`src/rtl/alu_wide_sequencer.sv`:
```
// Sequences one 16-bit operation as two dependent 8-bit ALU operations,
// low byte first, then returns the combined result through a valid/ready handshake.
module alu_wide_sequencer (
  input  logic        Clock,
  input  logic        Reset,
  input  logic        ReqValid,
  output logic        ReqReady,
  input  logic [2:0]  ReqOp,
  input  logic [15:0] ReqLhs,
  input  logic [15:0] ReqRhs,
  output logic [3:0]  AluOp,
  output logic [7:0]  AluLhs,
  output logic [7:0]  AluRhs,
  input  logic [7:0]  AluResult,
  input  logic        AluCarryOut,
  output logic        RespValid,
  input  logic        RespReady,
  output logic [15:0] RespResult,
  output logic        RespCarry,
  output logic        Busy
);

  typedef enum logic [2:0] {
    S_IDLE = 3'd0,
    S_LO   = 3'd1,
    S_HI   = 3'd2,
    S_CAP  = 3'd3,
    S_RESP = 3'd4
  } state_e;

  localparam logic [2:0] OP_DEC16 = 3'd3;

  state_e      state_q, state_d;
  logic [2:0]  op_q;
  logic [15:0] lhs_q;
  logic [15:0] rhs_q;
  logic [15:0] result_q;
  logic        carry_q;
  logic [3:0]  alu_op_q, alu_op_d;
  logic [7:0]  alu_lhs_q, alu_lhs_d;
  logic [7:0]  alu_rhs_q, alu_rhs_d;
  logic        accept_s;

  function automatic logic [3:0] lo_opcode(input logic [2:0] op);
    case (op)
      3'd0:    lo_opcode = 4'd3;
      3'd1:    lo_opcode = 4'd7;
      3'd2:    lo_opcode = 4'd5;
      3'd3:    lo_opcode = 4'd9;
      3'd4:    lo_opcode = 4'd10;
      3'd5:    lo_opcode = 4'd11;
      3'd6:    lo_opcode = 4'd12;
      default: lo_opcode = 4'd13;
    endcase
  endfunction

  // High-byte opcodes consume the carry/borrow left by the low-byte step.
  function automatic logic [3:0] hi_opcode(input logic [2:0] op);
    case (op)
      3'd0:    hi_opcode = 4'd4;
      3'd1:    hi_opcode = 4'd8;
      3'd2:    hi_opcode = 4'd6;
      3'd3:    hi_opcode = 4'd8;
      3'd4:    hi_opcode = 4'd10;
      3'd5:    hi_opcode = 4'd11;
      3'd6:    hi_opcode = 4'd12;
      default: hi_opcode = 4'd13;
    endcase
  endfunction

  assign accept_s = (state_q == S_IDLE) && ReqValid;

  always_comb begin
    state_d = state_q;
    case (state_q)
      S_IDLE: begin
        if (ReqValid) state_d = S_LO;
        else          state_d = S_IDLE;
      end
      S_LO:   state_d = S_HI;
      S_HI:   state_d = S_CAP;
      S_CAP:  state_d = S_RESP;
      S_RESP: begin
        if (RespReady) state_d = S_IDLE;
        else           state_d = S_RESP;
      end
      default: state_d = S_IDLE;
    endcase
  end

  // ALU drive is registered from the next state, so it lines up with state_q.
  always_comb begin
    alu_op_d  = 4'd0;
    alu_lhs_d = 8'h00;
    alu_rhs_d = 8'h00;
    case (state_d)
      S_LO: begin
        alu_op_d  = lo_opcode(ReqOp);
        alu_lhs_d = ReqLhs[7:0];
        alu_rhs_d = ReqRhs[7:0];
      end
      S_HI: begin
        alu_op_d  = hi_opcode(op_q);
        alu_lhs_d = lhs_q[15:8];
        if (op_q == OP_DEC16) alu_rhs_d = 8'h00;
        else                  alu_rhs_d = rhs_q[15:8];
      end
      default: begin
        alu_op_d  = 4'd0;
        alu_lhs_d = 8'h00;
        alu_rhs_d = 8'h00;
      end
    endcase
  end

  always_ff @(posedge Clock or posedge Reset) begin
    if (Reset) begin
      state_q   <= S_IDLE;
      op_q      <= 3'd0;
      lhs_q     <= 16'h0000;
      rhs_q     <= 16'h0000;
      result_q  <= 16'h0000;
      carry_q   <= 1'b0;
      alu_op_q  <= 4'd0;
      alu_lhs_q <= 8'h00;
      alu_rhs_q <= 8'h00;
    end else begin
      state_q   <= state_d;
      alu_op_q  <= alu_op_d;
      alu_lhs_q <= alu_lhs_d;
      alu_rhs_q <= alu_rhs_d;
      if (accept_s) begin
        op_q  <= ReqOp;
        lhs_q <= ReqLhs;
        rhs_q <= ReqRhs;
      end
      // The ALU answers one cycle late: low byte is seen in HI, high byte in CAP.
      if (state_q == S_HI) result_q[7:0] <= AluResult;
      if (state_q == S_CAP) begin
        result_q[15:8] <= AluResult;
        carry_q        <= AluCarryOut;
      end
    end
  end

  assign ReqReady   = (state_q == S_IDLE);
  assign Busy       = ~ReqReady;
  assign RespValid  = (state_q == S_RESP);
  assign RespResult = result_q;
  assign RespCarry  = carry_q;
  assign AluOp      = alu_op_q;
  assign AluLhs     = alu_lhs_q;
  assign AluRhs     = alu_rhs_q;

endmodule

```
`config.mk`:
```
export PLATFORM = sky130hd
export DESIGN_NAME = alu_wide_sequencer
export DESIGN_NICKNAME = d
export VERILOG_FILES = /design/src/rtl/alu_wide_sequencer.sv
export SDC_FILE = /design/constraint.sdc
export NUM_CORES = 1
export LEC_CHECK = 0
export BUFFER_PORTS_ARGS = -buffer_cell sky130_fd_sc_hd__buf_2
export CAP_MARGIN = 0
export CORE_UTILIZATION = 40
export CTS_CLUSTER_DIAMETER = 30
export CTS_CLUSTER_SIZE = 10
export DETAILED_ROUTE_END_ITERATION = 6
export GPL_TIMING_DRIVEN = 0
export PLACE_DENSITY = 0.67
export SLEW_MARGIN = 5
export SYNTH_ARGS = -nofsm -noshare
export SYNTH_HDL_FRONTEND = slang
export SYNTH_SLANG_ARGS = --single-unit
export TNS_END_PERCENT = 1
```
`constraint.sdc`:
```
create_clock -name Clock -period 2.1 [get_ports Clock]
set_clock_uncertainty 0.05 [all_clocks]
set_input_delay 0.42 -clock Clock [delete_from_list [all_inputs] [get_ports Clock]]
set_output_delay 0.42 -clock Clock [all_outputs]
set_load 0.01 [all_outputs]
```
# Word-level counts from Yosys, hierarchy flattened
# Cells that the tools add are included.
# totals
input_bits,48
wordCells,43
register_bits,75
output_inout_bits,40
# op_classes
n_reduce_logical,5
n_mux,9
n_eq_ne,18
bitwise_logic,1
# ops
operator,count
$pmux 8 s2,2
$pmux 4 s7,1
$pmux 4 s6,1
$eq 3x2->1 const B,7
$eq 3x3->1 const B,7
$pmux 3 s5,1
$eq 3x1->1 const B,4
$logic_not 3->1,3
$mux 8,1
$pmux 4 s2,1
$mux 3,1
$reduce_or 2->1,1
$logic_and 1x1->1,1
$mux 1,1
$not 1->1,1

# Longest topological paths before layout
# Gate-level depths: netlist of the first run.
# depth
ltp_word,4
depth_mapped,6
ltp_nobuf,3

# Worst setup path before layout of the first run
# No wires, ideal clock.
# synth_timing
path_type,register to register
from,register state_q[0]
to,register lhs_q[10]
arrival_time_ps,1498
t_required_ps,1925
setup_slack_ps,427
path_stages_with_launch,6
cell_sequence,dfrtp_1 -> nor3_4 -> and2_1 -> buf_6 -> buf_8 -> mux2_4
# synth_via
elab_chain_len,2
# synth_lines
element,line,rtl
from (decl),33,"state_e state_q, state_d;"
from (signal assigned),128,state_q <= state_d;
$logic_not 3->1,-,
via ReqReady,7,"output logic ReqReady,"
$logic_and 1x1->1,71,assign accept_s = (state_q == S_IDLE) && ReqValid;
to (signal assigned),134,lhs_q <= ReqLhs;
to (decl),35,logic [15:0] lhs_q;
# The timed path passes the listed nets, and every way through them passes these cells.
# A chain may end at the register's enable or synchronous reset.

# Worst setup path in the final report of the first run
# layout_timing
from,register state_q[0]
to,output port Busy
# layout_via
elab_chain_len,2
# layout_lines
element,line,rtl
$logic_not 3->1,146,assign ReqReady = (state_q == S_IDLE);
$not 1->1,147,assign Busy = ~ReqReady;
to (decl),20,output logic Busy
# Every way passes these cells.

==> impl_metrics.ini, run 1 <==
[routing]
drt-wirelength-per-cell_um = 14.4
antenna_left = 0
drcViolationCount = 0
viasPerCell = 4.78
drt_iter0_drc = 40
wl_um = 4670
first_pass_iters = 2
num_vias = 1548

[cts]
numCtsBuffers = 9
cts_tree = built
cts_max_level = 3
path_clk_slew_ns = 0.06
cts_setup_buffers = 0
clkLatencyLatePin_ns = 0.33
cts_hold_buf = 0
cts-root-buf = clkbuf_8
cts_max_path_buffers = 2
ctsResizeCount = 0
cts.sinks = 59

[synthesis]
synth_edf_count = 0
synth_top_area_share_pct = 63.1
synth_nets = 196
synth_top_cell_by_area = dfrtp_1
synth-seq-cells = 59
ys_seq_area_share_pct = 63.1
syn_area_um2 = 2340
syn_inst = 148
netlist_top_cells_area = dfrtp_1 63%, mux2_2 8.7%, mux2_4 8.3%, a22o_1 6.0%, mux2_1 1.9%
yosysWarnings = 0
syn_area_per_cell_um2 = 15.8
yosysUniqueCellTypes = 29
synthFlopType = dfrtp_1
synthArstFlopShare_pct = 100

[finish]
drive_above_1_share_pct = 57.9
area_growth_syn_to_layout_pct = 32.2
fillers = 484
final_util_pct = 55.5
nNetsFinal = 295
diodes = 0

[power]
cellPowerDensity_nw_per_um2 = 1630
swShare_pct = 31.8
irDropWorstVdd_uv = 750
cellInternalPower_w = 0.00343
power_frac_seq_pct = 39.9
power_leakage_nw = 1.57
power_switching_w = 0.00160
p_comb_share_pct = 38.7
clkPwrFrac_pct = 21.5

[sta]
fin_crit_ns = 1.77
fmax_mhz = 565
slew_headroom_pct = 54.2
setup_viol = 0
setup-tns-final_ns = 0
timing.final.crit_share_pct = 84.2
hold_viol = 0
timing.hold.ws_ns = 0.0835
slew_violations = 0
rsz0062_at_grt = no
worst_pin_slew_ns = 0.684

[setup_path]
startpoint = state_q[0]
criticalPathCategory = flip-flop to primary output
rr_startpoint = state_q[0]
ff2ff_path_depth = 5
r2r-end = rhs_q[9]
cp-endpoint = Busy
rrSetupSlack_ns = 0.35
crit_path_start_kind = flip-flop
worstPathRequired_ns = 1.63
cp_max_fo = 7
critPathArrivalTime_ns = 1.30
end_kind = primary output

[global_routing]
overflow = 0
grt_pass1_vias = 1703
grt_usage_pct = 17.3
grt_pass1_wl_um = 7940
antenna_found_initial = 0
grt_max_degree = 36

[run_status]
status = complete, no violations

[floorplan]
die_area_um2 = 6160
rows = 27
core_area_um2 = 5570
start_util_pct = 42.0
die_h_um = 78.5
ioPinCount = 88
die_w_um = 78.5

[place]
routabilityCongestion = 0.730
port-buffer-count = 87
dp_hpwl_um = 3420

[flow_run]
cap_violations = 0

[hold_path]
hold_path_class = primary input to async pin
==> how the worst min path moves through the flow <==
stage	startpoint	end	slack, ns	depth (start not counted)
floorplan	lhs_q[12]	AluLhs[4]	0.41	1
global placement	lhs_q[12]	AluLhs[4]	0.42	1
detailed placement	lhs_q[14]	AluLhs[6]	0.43	1
CTS	Reset	state_q[0]	0.09	2
global route	Reset	RespResult[6]	0.11	2
finish	Reset	RespResult[6]	0.08	2
==> layout make-up <==
class	instances	area [um2]	area share, %
buffer	6	55.1	1.78
clock buffer	10	128	4.13
clock inverter	6	80.1	2.59
inverter	4	15.0	0.485
multi-input combinational	79	793	25.6
sequential	59	1480	47.7
tap	72	90.1	2.91
timing repair buffer	88	455	14.7
==> cell usage after synthesis, drive strengths merged, types with 2 or more instances <==
cell	number
buf	6
o21ai	3
dfrtp	59
nor2b	2
nand3	2
a22o	16
inv	4
nor3	2
nor3b	2
nand2	2
nor2	3
a21oi	2
o22ai	3
mux2	35
==> per-layer routing <==
metal	share of wire [%]	GRT usage (%)	vias to the layer above
li1	-	-	733
met1	42	20.5	741
met2	47	27.1	65
met3	9.4	6.40	9
met4	2.0	10.0	0
met5	0	0	-
==> power by group through the flow <==
| stage | sequential, W | combinational, W | clock [W] |
|---|---|---|---|
| 4_1_cts | 0.00201 | 0.00198 | 0.00112 |
| 3_3_place_gp | 0.00201 | 0.00193 | 0 |
| 6_report | 0.00201 | 0.00194 | 0.00108 |
| 3_5_place_dp | 0.00202 | 0.00198 | 0 |
| 5_1_grt | 0.00208 | 0.00214 | 0.00116 |
| 2_1_floorplan | 0.00216 | 0.00116 | 0 |
==> registers in the layout (all words and copies together), names as in the netlist <==
signal	count
AluRhs	8
AluLhs	8
op_q	3
RespCarry	1
AluOp	4
RespResult	16
rhs_q	8
lhs_q	8
state_q	3
==> logic make-up after synthesis <==
kind of cell | synth area share [%]
AO/OA/AOI/OAI | 8.77
XOR/XNOR | 0.374
buffers and inverters | 2.99
flip-flops | 63.1
multiplexers | 19.4
AND/OR/NAND/NOR | 5.40
==> critical path: stages (launching register included) <==
cell and delay (ns):
dfrtp_1 0.48, nor3_4 0.30, inv_1 0.06, buf_2 0.14
==> cell usage in the layout, fill, tap and decap left out, types with 3 or more instances in the layout <==
cell type   n
buf_2      89
mux2_2     18
a22o_1     16
clkinv_2    4
mux2_1      4
dfrtp_1    59
nor2_1      3
mux2_4     13
inv_1       3
clkbuf_8    9
o22ai_1     3
==> metrics by stage <==
stage	std cells	instance area [um2]	total power, W	setup WS (ns)
finish	324	3090	0.00503	0.331
global route	324	3090	0.00538	0.215
CTS	324	3090	0.00511	0.308
detailed placement	308	2890	0.00400	0.352
global placement	307	2870	0.00393	-0.573
floorplan	148	2340	0.00332	0.174
Power figures use the tool's default switching activity.
==> inputs of run 2 (changes only) <==
Clock period 2.1 ns to 1.7 ns, I/O delays scaled along.
==> impl_metrics.ini, run 2 (synthesized netlist as in run 1, its figures left out) <==
[routing]
antenna_left = 0
first_pass_iters = 4
viasPerCell = 4.94
drt_iter0_drc = 55
wl_um = 4760
num_vias = 1620
drcViolationCount = 0
drt-wirelength-per-cell_um = 14.5

[power]
clkPwrFrac_pct = 18.7
power_frac_seq_pct = 39.6
power_leakage_nw = 1.59
power_switching_w = 0.00201
swShare_pct = 32.1
cellInternalPower_w = 0.00426
irDropWorstVdd_uv = 1010
p_comb_share_pct = 41.6
cellPowerDensity_nw_per_um2 = 1990

[cts]
cts_hold_buf = 0
path_clk_slew_ns = 0.07
cts_max_path_buffers = 2
clkLatencyLatePin_ns = 0.32
cts-root-buf = clkbuf_8
numCtsBuffers = 9
cts_tree = built
cts.sinks = 59
cts_max_level = 3

[finish]
area_growth_syn_to_layout_pct = 34.8
diodes = 0
final_cells = 328
largest_register_ff_count = 16
final_util_pct = 56.6
drive_above_1_share_pct = 58.6
final_cell_mix = 88 x buf_2, 58 x dfrtp_1, 18 x mux2_2
nNetsFinal = 300
fillers = 471
layout_commonest_cell = buf_2

[sta]
slew_violations = 0
slew_headroom_pct = 55.3
hold_viol = 0
fmax_mhz = 594
timing.final.crit_share_pct = 99.0
rsz0062_at_grt = yes
worst_pin_slew_ns = 0.667
setup_viol = 0
fin_crit_ns = 1.68

[global_routing]
grt_usage_pct = 16.6
grt_max_degree = 60
grt_pass1_vias = 1615
antenna_found_initial = 0
overflow = 0
grt_pass1_wl_um = 7620

[place]
placedCellCount = 307
port-buffer-count = 87
routabilityCongestion = 0.774
dp_hpwl_um = 3230

[setup_path]
r2r-end = lhs_q[8]
end_kind = flip-flop
crit_path_start_kind = flip-flop
ff2ff_path_depth = 5
rrSetupSlack_ns = 0.02
worstPathRequired_ns = 1.85
critPathArrivalTime_ns = 1.84
criticalPathCategory = flip-flop to flip-flop
rr_startpoint = state_q[2]
cp_max_fo = 7

[floorplan]
core_area_um2 = 5570
start_util_pct = 42.0
die_w_um = 78.5
die_h_um = 78.5
ioPinCount = 88
rows = 27
die_area_um2 = 6160

[run_status]
status = complete, no violations

[hold_path]
hold_path_class = primary input to async pin

[flow_run]
cap_violations = 0
[run 2: cell types whose count changed in the layout (fill, tap and decap cells not counted), sizes merged]
cell      change
buf           +4
clkbuf        +2
clkinv        -2
bufbuf        +1
bufinv        -1
clkinvlp      +1
inv           -1
[run 2: cell type report]
| cell class | instances | area (um2) | area share (%) |
|---|---|---|---|
| Multi-Input combinational cell | 79 | 796 | 25.2 |
| Tap cell | 72 | 90.1 | 2.86 |
| Inverter | 4 | 18.8 | 0.595 |
| Timing Repair Buffer | 94 | 538 | 17.1 |
| Clock buffer | 12 | 135 | 4.28 |
| Sequential cell | 59 | 1480 | 46.8 |
| Buffer | 5 | 58.8 | 1.86 |
| Clock inverter | 3 | 40.0 | 1.27 |
[run 2: power groups by stage]
stage,logic [W],clock network [W],registers [W]
floorplan,0.00143,0,0.00267
global placement,0.00238,0,0.00247
detailed placement,0.00243,0,0.00249
CTS,0.00263,0.00120,0.00248
global route,0.00282,0.00128,0.00257
finish,0.00261,0.00117,0.00248
[run 2: worst max-delay path by stage]
stage	endpoint	startpoint	slack, ns
2_1_floorplan	lhs_q[10]	state_q[0]	0.03
3_3_place_gp	rhs_q[12]	state_q[0]	-0.03
3_5_place_dp	rhs_q[8]	state_q[0]	-0.05
4_1_cts	lhs_q[9]	state_q[2]	-0.02
5_1_grt	rhs_q[11]	state_q[2]	-0.05
6_report	lhs_q[8]	state_q[2]	0.02
[run 2: worst max-delay path: stages (launching register included)]
cell       delay, ns
dfrtp_1         0.38
buf_6           0.14
nor3_4          0.22
and2_4          0.22
bufbuf_16       0.27
mux2_4          0.29
[run 2: routing by layer]
layer,up-vias,wire length (um),track usage (%)
li1,746,-,-
met1,798,2160,20.8
met2,65,2210,26.4
met3,11,305,5.23
met4,0,85,7.22
met5,-,0,0
[run 2: what timing repair did]
| item | CTS | global route |
|---|---|---|
| endpoints found under the hold margin | 0 | 0 |
| endpoints found under the setup margin | 14 | 17 |
| buffers inserted | 5 | 0 |
| resized for setup | 5 | 1 |
| pin swaps | 2 | 2 |
| gates cloned | 1 | 0 |
[run 2: metrics by stage]
stage / setup TNS (ns) / power [W] / hold slack, ns / instance area, um2 / worst slack, ns
2_1_floorplan: 0 / 0.00410 / 0.390 / 2340 / 0.0274
3_3_place_gp: -0.332 / 0.00486 / 0.420 / 2870 / -0.0293
3_5_place_dp: -0.578 / 0.00493 / 0.429 / 2870 / -0.0525
4_1_cts: -0.121 / 0.00631 / 0.175 / 3130 / -0.0247
5_1_grt: -0.495 / 0.00667 / 0.0959 / 3150 / -0.0488
6_report: 0 / 0.00627 / 0.0461 / 3150 / 0.0162
==> inputs of run 3 (changes only) <==
Settings changed: ABC_AREA set to 1.
==> impl_metrics.ini, run 3 <==
[sta]
rsz0062_at_grt = no
slew_headroom_pct = 58.9
worst_pin_slew_ns = 0.616
setup-tns-final_ns = 0
setup_viol = 0
hold_viol = 0
timing.final.crit_share_pct = 95.2
slew_violations = 0
timing.hold.ws_ns = 0.0260
fin_crit_ns = 1.62
fmax_mhz = 618

[synthesis]
synth_edf_count = 0
synth_mux_area_share_pct = 0
netlist_top_cells_area = dfrtp_1 63%, nand2_1 19%, o21ai_0 4.5%, inv_1 3.0%, nand3_1 2.1%
synthArstFlopShare_pct = 100
yosysWarnings = 0
syn_area_per_cell_um2 = 9.15
ys_seq_area_share_pct = 63.0
synth-compound-area-share_pct = 5.55
synthSimpleGateAreaFrac_pct = 26.0
syn_inst = 256
syn_area_um2 = 2340
synth_fa_ha_area_share_pct = 0
synth_common_cells = 121 x nand2_1, 59 x dfrtp_1, 21 x o21ai_0, 19 x inv_1, 10 x nand3_1
synth_nets = 304
yosysUniqueCellTypes = 18
synth_xor_area_share_pct = 0
synth.most_common_cell = nand2_1
synth_top_cell_by_area = dfrtp_1
synth_top_family_by_area = simple AND/OR/NAND/NOR gates
synth_top_area_share_pct = 63.0
synthFlopType = dfrtp_1
synth-seq-cells = 59

[cts]
cts_max_path_buffers = 2
cts_tree = built
cts_max_level = 3
path_clk_slew_ns = 0.06
numCtsBuffers = 9
cts.sinks = 59
clkLatencyLatePin_ns = 0.33
cts-root-buf = clkbuf_8

[routing]
num_vias = 1954
drt-wirelength-per-cell_um = 11.9
drt_iter0_drc = 62
drcViolationCount = 0
viasPerCell = 4.50
antenna_left = 0
first_pass_iters = 4
wl_um = 5150

[power]
irDropWorstVdd_uv = 677
power_leakage_nw = 1.82
power_w = 0.00593
cellPowerDensity_nw_per_um2 = 1890

[place]
routabilityCongestion = 0.750
port-buffer-count = 87
placedCellCount = 415
dp_hpwl_um = 3620

[setup_path]
end_kind = primary output
cp_max_fo = 3
worstPathRequired_ns = 1.31
criticalPathCategory = flip-flop to primary output
critPathArrivalTime_ns = 1.23
crit_path_start_kind = flip-flop

[hold_path]
hold_path_class = primary input to async pin

[run_status]
status = complete, no violations

[finish]
ff_latch_area_um2 = 1480
final_cell_mix = 121 x nand2_1, 93 x buf_2, 57 x dfrtp_1
drive_above_1_share_pct = 35.1
diodes = 0
final_cells = 434
largest_register_ff_count = 16
multi_input_area_um2 = 739
fillers = 521
nNetsFinal = 405
layout_commonest_cell = nand2_1
area_growth_syn_to_layout_pct = 33.8

[global_routing]
grt_pass1_vias = 1926
grt_usage_pct = 18.8
grt_pass1_wl_um = 8680
grt_max_degree = 60
overflow = 0
antenna_found_initial = 0

[floorplan]
ioPinCount = 88
die_w_um = 78.5
die_h_um = 78.5
die_area_um2 = 6170
start_util_pct = 42.0
core_area_um2 = 5570
rows = 27

[flow_run]
cap_violations = 0
[run 3: cell count changes after synthesis, sizes merged, moves of 3 or more]
cell,delta
inv,+16
o21ai,+22
mux2,-35
a22o,-16
nand3,+12
buf,+3
o22ai,-3
nand2,+120
[run 3: path summary, 6_finish.rpt]
check / from / to / slack [ns] / cells past startpoint
min in group Clock: ReqLhs[1] / AluLhs[1] / 0.14 / 3
min: Reset / AluRhs[4] / 0.03 / 2
max: state_q[1] / Busy / 0.08 / 5
max reg2reg: state_q[1] / AluRhs[7] / 0.35 / 5
min reg2reg: lhs_q[8] / AluLhs[0] / 0.43 / 2
max in group asynchronous: Reset / state_q[0] / 1.02 / 3
[run 3: timing repair]
item / 4_1_cts / 5_1_grt
pin swaps: 0 / 1
buffers inserted: 0 / 2
cloned: 0 / 0
endpoints found under the setup margin: 1 / 2
gates resized for setup: 1 / 1
hold buffers: 0 / 0
[run 3: cell type report]
class / instances / area share [%]
sequential: 59 / 47.1
clock inverter: 5 / 2.39
timing repair buffer: 90 / 15.0
inverter: 20 / 2.51
multi-input combinational: 168 / 23.6
tap: 72 / 2.87
buffer: 9 / 1.68
clock buffer: 11 / 4.83
[run 3: cells by family after synthesis]
logic type,Yosys count
DFF,59
buffers and inverters,29
AOI/OAI and AO/OA,26
and+or+nand+nor,142
[run 3: metal layers]
layer,wire (um),global-route usage [%],part of all wire (%),vias up
met1,2290,23.1,44,902
li1,-,-,-,991
met3,201,4.30,3.9,12
met5,0,0,0,-
met2,2530,29.7,49,49
met4,127,12.0,2.5,0
[run 3: power breakdown]
group,internal [W],switching [W],leakage (nW)
Sequential,0.00206,0.000326,0.747
Combinational,0.000836,0.00127,0.955
Clock,0.000897,0.000538,0.119
[run 3: metrics by stage]
stage	setup slack (ns)	utilization, %	cell area [um2]
4_1_cts	0.000907	55.6	3100
5_1_grt	0.0122	56.3	3140
3_5_place_dp	0.244	51.5	2870
2_1_floorplan	0.369	-	2350
6_report	0.0818	56.3	3140
3_3_place_gp	0.229	51.5	2870
[run 3: critical path, stage by stage (launching register included)]
cell	delay (ns)
dfrtp_2	0.42
nor2_4	0.15
inv_1	0.05
nor2_1	0.11
inv_1	0.05
buf_2	0.13
